### config.mk
export PLATFORM = sky130hd
export DESIGN_NAME = id_ex_stage
export DESIGN_NICKNAME = d
export VERILOG_FILES = /design/src/rtl/id_ex_stage_pkg.sv /design/src/rtl/id_ex_stage_forward_unit.sv /design/src/rtl/id_ex_stage.sv
export SDC_FILE = /design/constraint.sdc
export NUM_CORES = 1
export LEC_CHECK = 0
export ABC_AREA = 1
export CORE_ASPECT_RATIO = 1.4
export CORE_UTILIZATION = 35
export CTS_CLUSTER_SIZE = 25
export DETAILED_ROUTE_END_ITERATION = 7
export GPL_TIMING_DRIVEN = 0
export PLACE_DENSITY = 0.7
export SLEW_MARGIN = 10
export SYNTH_ARGS = -nofsm -noshare
export SYNTH_HDL_FRONTEND = slang
export SYNTH_SLANG_ARGS = --single-unit
### constraint.sdc
create_clock -name Clk -period 2.7 [get_ports Clk]
set_clock_uncertainty 0.2 [all_clocks]
set_input_delay 0.675 -clock Clk [delete_from_list [all_inputs] [get_ports Clk]]
set_output_delay 0.675 -clock Clk [all_outputs]
set_load 0.01 [all_outputs]
### src/rtl/id_ex_stage_pkg.sv
// Shared pipeline package for the ID/EX stage.
// Holds the ALU operation width and the operand-forwarding select codes
// driven to the EX stage operand multiplexers.
package id_ex_stage_pkg;

    localparam int ALUOP_W = 4;

    // Select codes for the EX operand multiplexers.
    localparam logic [1:0] FWD_RF    = 2'b00;  // operand straight from the register file
    localparam logic [1:0] FWD_MEMWB = 2'b01;  // bypass from the MEM/WB result
    localparam logic [1:0] FWD_EXMEM = 2'b10;  // bypass from the EX/MEM result

    // Select code for one source register.
    // The EX/MEM producer is younger than the MEM/WB one, so it is checked first.
    // Register 0 is hard-wired to zero and is never forwarded.
    function automatic logic [1:0] fwd_select(
        input logic       valid,
        input logic [4:0] src,
        input logic       exmem_regwrite,
        input logic [4:0] exmem_rd,
        input logic       memwb_regwrite,
        input logic [4:0] memwb_rd
    );
        logic [1:0] sel;
        sel = FWD_RF;
        if (valid) begin
            if (exmem_regwrite && (exmem_rd != 5'd0) && (exmem_rd == src)) begin
                sel = FWD_EXMEM;
            end else if (memwb_regwrite && (memwb_rd != 5'd0) && (memwb_rd == src)) begin
                sel = FWD_MEMWB;
            end
        end
        return sel;
    endfunction

endpackage

### src/rtl/id_ex_stage_forward_unit.sv
// forward_unit: combinational operand-forwarding decision for the EX stage.
// Ports:
//   valid           - the ID/EX stage holds a real instruction
//   rs, rt          - registered source specifiers of that instruction
//   exmem_regwrite  - EX/MEM instruction writes the register file
//   exmem_rd        - EX/MEM destination register
//   memwb_regwrite  - MEM/WB instruction writes the register file
//   memwb_rd        - MEM/WB destination register
//   forward_a       - select code for operand A (from rs)
//   forward_b       - select code for operand B (from rt)
module forward_unit
    import id_ex_stage_pkg::*;
(
    input  logic       valid,
    input  logic [4:0] rs,
    input  logic [4:0] rt,
    input  logic       exmem_regwrite,
    input  logic [4:0] exmem_rd,
    input  logic       memwb_regwrite,
    input  logic [4:0] memwb_rd,
    output logic [1:0] forward_a,
    output logic [1:0] forward_b
);

    always_comb begin
        forward_a = fwd_select(valid, rs, exmem_regwrite, exmem_rd, memwb_regwrite, memwb_rd);
        forward_b = fwd_select(valid, rt, exmem_regwrite, exmem_rd, memwb_regwrite, memwb_rd);
    end

endmodule

### src/rtl/id_ex_stage.sv
// id_ex_stage: ID/EX pipeline register with stall, flush and forwarding select.
// Ports:
//   Clk, Rst                 - clock and synchronous active-high reset
//   Stall                    - hold every register this cycle
//   Flush                    - load a bubble (all zero, Valid_out=0); beats Stall
//   *_in                     - operands, immediates, specifiers and control from ID
//   EXMEM_RegWrite/Rd        - destination of the instruction in EX/MEM
//   MEMWB_RegWrite/Rd        - destination of the instruction in MEM/WB
//   *_out                    - registered copies of the *_in signals
//   WriteReg_out             - registered destination (Rd when RegDst, else Rt)
//   Valid_out                - stage holds a real instruction
//   ForwardA, ForwardB       - EX operand mux select codes
module id_ex_stage
    import id_ex_stage_pkg::*;
#(
    parameter int ALUOP_W = id_ex_stage_pkg::ALUOP_W
) (
    input  logic               Clk,
    input  logic               Rst,
    input  logic               Stall,
    input  logic               Flush,
    input  logic [31:0]        ReadData1_in,
    input  logic [31:0]        ReadData2_in,
    input  logic [31:0]        SignExt_in,
    input  logic [31:0]        PCPlus4_in,
    input  logic [4:0]         Rs_in,
    input  logic [4:0]         Rt_in,
    input  logic [4:0]         Rd_in,
    input  logic               RegWrite_in,
    input  logic               MemToReg_in,
    input  logic               MemRead_in,
    input  logic               MemWrite_in,
    input  logic               ALUSrc_in,
    input  logic               RegDst_in,
    input  logic [ALUOP_W-1:0] ALUOp_in,
    input  logic               EXMEM_RegWrite,
    input  logic [4:0]         EXMEM_Rd,
    input  logic               MEMWB_RegWrite,
    input  logic [4:0]         MEMWB_Rd,
    output logic [31:0]        ReadData1_out,
    output logic [31:0]        ReadData2_out,
    output logic [31:0]        SignExt_out,
    output logic [31:0]        PCPlus4_out,
    output logic [4:0]         Rs_out,
    output logic [4:0]         Rt_out,
    output logic [4:0]         Rd_out,
    output logic               RegWrite_out,
    output logic               MemToReg_out,
    output logic               MemRead_out,
    output logic               MemWrite_out,
    output logic               ALUSrc_out,
    output logic               RegDst_out,
    output logic [ALUOP_W-1:0] ALUOp_out,
    output logic [4:0]         WriteReg_out,
    output logic               Valid_out,
    output logic [1:0]         ForwardA,
    output logic [1:0]         ForwardB
);

    always_ff @(posedge Clk) begin
        if (Rst || Flush) begin
            // Reset and flush both leave a zeroed bubble behind.
            ReadData1_out <= '0;
            ReadData2_out <= '0;
            SignExt_out   <= '0;
            PCPlus4_out   <= '0;
            Rs_out        <= '0;
            Rt_out        <= '0;
            Rd_out        <= '0;
            RegWrite_out  <= 1'b0;
            MemToReg_out  <= 1'b0;
            MemRead_out   <= 1'b0;
            MemWrite_out  <= 1'b0;
            ALUSrc_out    <= 1'b0;
            RegDst_out    <= 1'b0;
            ALUOp_out     <= '0;
            WriteReg_out  <= '0;
            Valid_out     <= 1'b0;
        end else if (!Stall) begin
            ReadData1_out <= ReadData1_in;
            ReadData2_out <= ReadData2_in;
            SignExt_out   <= SignExt_in;
            PCPlus4_out   <= PCPlus4_in;
            Rs_out        <= Rs_in;
            Rt_out        <= Rt_in;
            Rd_out        <= Rd_in;
            RegWrite_out  <= RegWrite_in;
            MemToReg_out  <= MemToReg_in;
            MemRead_out   <= MemRead_in;
            MemWrite_out  <= MemWrite_in;
            ALUSrc_out    <= ALUSrc_in;
            RegDst_out    <= RegDst_in;
            ALUOp_out     <= ALUOp_in;
            WriteReg_out  <= RegDst_in ? Rd_in : Rt_in;
            Valid_out     <= 1'b1;
        end
    end

    forward_unit u_forward_unit (
        .valid          (Valid_out),
        .rs             (Rs_out),
        .rt             (Rt_out),
        .exmem_regwrite (EXMEM_RegWrite),
        .exmem_rd       (EXMEM_Rd),
        .memwb_regwrite (MEMWB_RegWrite),
        .memwb_rd       (MEMWB_Rd),
        .forward_a      (ForwardA),
        .forward_b      (ForwardB)
    );

endmodule

==> metrics.txt <==
fmax=slightly below 0.4 GHz; Int Power=roughly 4.3 mW; largest net degree at the start of global routing=17; most common cell in the netlist=nand2_1; Synth cell types=18; Seq pwr share=43.1%; FF+latch area=~3200 um^2; synthesized area=between 6000 and 7000 um^2; WL/cell=between 10 and 15 um; RR Startpoint=Rt_out[3]; Initial Utilization=between 30% and 40%; multi-input logic area=2720 um^2; Register-to-Register Path Depth=2; unrepaired setup endpoints after global routing=false; initial antenna violation count=0; gpl congestion=between 0.8 and 0.9; Clock Latency Late Sink=~0.42 ns; Die ar.=18,700 um^2; fin crit period=around 2.5 ns; # IOs=roughly 330; Worst Path Required=approximately 1.8 ns; Pleak=around 4.0 nW; vias in the first global route=roughly 6,100; worst slew pin tran=between 0.5 and 0.6 ns; Layout Nets=about 1,300; final setup violation count=0; die width=~120 um; TritonCTS clock tree=yes; Post-route DRC=0; Synth area leader=dfxtp_1; largest cells by area after synthesis=dfxtp_1, nand2_1, a21oi_2, a21oi_1, buf_6; Worst-path clk slew=roughly 0.07 ns; worst hold path cell count=2; Fin Setup TNS=0 ns; CP Buf/Inv Count=3; critical-path cell list=dlygate4sd2_1 -> inv_1 -> nand2_1 -> nand2_1 -> nor2_1 -> nand3_1 -> nor2_1 -> nor2_1 -> buf_2; gr usage total=22.2%; critical path type=input pin to output port; status=finished clean; FF+latch count, synth=159; CTS Buf Count=17; FFs w/ async S/R, synth=0%; max cap viols=0; Root Buffer=clkbuf_16; CP max-delay cell=dlygate4sd2_1; Crit. path cell count=9; post-synth top area share=roughly half; Row Count=a little under 60; critical path's largest stage delay=0.25 ns; commonest cells in the netlist=nand2_1, dfxtp_1, a21oi_2, nor2_1, a21oi_1; crit path capture type=output port; reg2reg end=Rt_out[3]; final WL=~21 mm; post-route total power=5.73 mW; area grow syn2layout=65.9%; hold wc startpoint=ReadData1_out[13]; global-route wire length before repair=between 30 and 40 mm; Max Root-Sink Buffers=2; critical path fanouts, max=3; ys flop type=dfxtp_1; via count=between 6,000 and 7,000; switching part of the total=between 20% and 30%; Chip Height=161 um; Final Hold Viols=0; n_diodes=0; total gr overflow=0; fill cell count=roughly 1,700; critical path's most frequent cell=nor2_1; CP Launch Type=input pin; sequential area share after synthesis=50.1%; relative slew slack=between 60 and 70%; PortBufs=around 330; initial DRC count=between 200 and 250; Comb power frac=about 14%; Hold Path Sink=ReadData1_out[13]; fin. max-slew vios=0; drt first pass iters=4; period utilization=94.0%; Worst VDD drop=between 300 and 400 uV; clock power share=a little over two fifths; Syn Inst Count=about 790; remaining antenna violation count=0; layout cells sized above 1=15.3%; PwrDens=543 nW/um^2; YS warnings=0; Crit path max-delay family=simple AND/OR/NAND/NOR gates; mean area per synthesized cell=between 8 and 9 um^2; H-Tree Depth=4; reg2reg setup slack=around 1.7 ns; Detailed Place HPWL=around 16 mm; Post-synth EDFFs=0; core box area=between 15,000 and 20,000 um^2; clock sinks=159; critical path arrival=1.66 ns; worst hold path class=flip-flop to flip-flop; syn_nets=roughly 960; vias per cell=between 4 and 5; switching power=approximately 1.4 mW
[worst min-delay path, cell delays in order (launching register included)]
cell,delay [ns]
dfxtp_1,0.31
nand2_1,0.05
a21oi_1,0.05
[flip-flops by register name, indices dropped and copies added (netlist names), 4 cells and up]
signal	count
Rs_out	5
ReadData2_out	32
SignExt_out	32
PCPlus4_out	32
WriteReg_out	5
Rt_out	5
ALUOp_out	4
ReadData1_out	32
Rd_out	5
[placed cells by master (no fill, tap or decap), drive strengths merged]
master and n:
a211oi 16, a21oi 139, buf 41, bufinv 2
clkbuf 34, clkdlybuf4s50 317, clkinv 3, clkinvlp 3
dfxtp 159, dlygate4sd2 8, dlymetal6s2s 2, inv 39
nand2 326, nand3 6, nand4 2, nor2 41
nor3 4, o21ai 11, or2 1, xnor2 2
[through the flow]
stage / util, % / setup slack (ns) / cell area [um^2] / instances / hold slack [ns]
finish: 59.1 / 0.161 / 10600 / 1396 / 0.257
global route: 59.1 / 0.0635 / 10600 / 1396 / 0.282
CTS: 59.1 / 0.0218 / 10500 / 1396 / 0.259
detailed placement: 55.9 / -0.540 / 9970 / 1364 / 0.250
global placement: 55.9 / -0.534 / 9970 / 1364 / 0.242
floorplan: - / 0.579 / 6360 / 793 / 0.281
[logic make-up after synthesis]
kind of cell	count (synthesis)	share of synthesized area, %
AO/OA/AOI/OAI	166	19.6
XOR/XNOR	2	0.276
AND/OR/NAND/NOR	380	22.7
buffers and inverters	86	7.32
flip-flops	159	50.1
[area by class of cell]
| class | count | share of cell area (%) |
|---|---|---|
| Timing Repair Buffer | 331 | 31.2 |
| Inverter | 33 | 1.17 |
| Multi-Input combinational cell | 548 | 25.8 |
| Buffer | 53 | 3.24 |
| Sequential cell | 159 | 30.2 |
| Clock buffer | 18 | 4.16 |
| Tap cell | 240 | 2.85 |
| Clock inverter | 14 | 1.47 |
[layer usage]
layer / GRT usage [%] / vias up / part of all wire [%]
met1: 22.5 / 2881 / 37
met4: 10.5 / 0 / 3.1
met3: 8.41 / 44 / 9.2
li1: - / 3225 / -
met2: 39.4 / 251 / 51
met5: 0 / - / 0
[how the worst max path moves through the flow]
stage,startpoint,endpoint,slack (ns)
floorplan,EXMEM_Rd[3],ForwardA[1],0.58
global placement,MEMWB_Rd[4],ForwardB[0],-0.53
detailed placement,MEMWB_Rd[4],ForwardB[0],-0.54
CTS,MEMWB_Rd[3],ForwardA[0],0.02
global route,MEMWB_Rd[1],ForwardB[0],0.06
finish,EXMEM_Rd[0],ForwardA[0],0.16
[power by group through the flow]
stage	registers, mW	logic (mW)	clock network [mW]
global route	2.48	0.898	2.59
detailed placement	2.52	0.837	0
CTS	2.47	0.839	2.49
global placement	2.52	0.834	0
floorplan	2.55	0.303	0
finish	2.47	0.828	2.43
[repair_timing]
action / 4_1_cts / 5_1_grt
hold buffers: 0 / 0
pin swaps: 3 / 2
gates cloned: 0 / 0
buffers inserted: 0 / 0
endpoints found under the hold margin: 0 / 0
gates resized for setup: 27 / 2
setup endpoints to repair: 4 / 3
No activity file was read; power rests on OpenSTA's default activity.
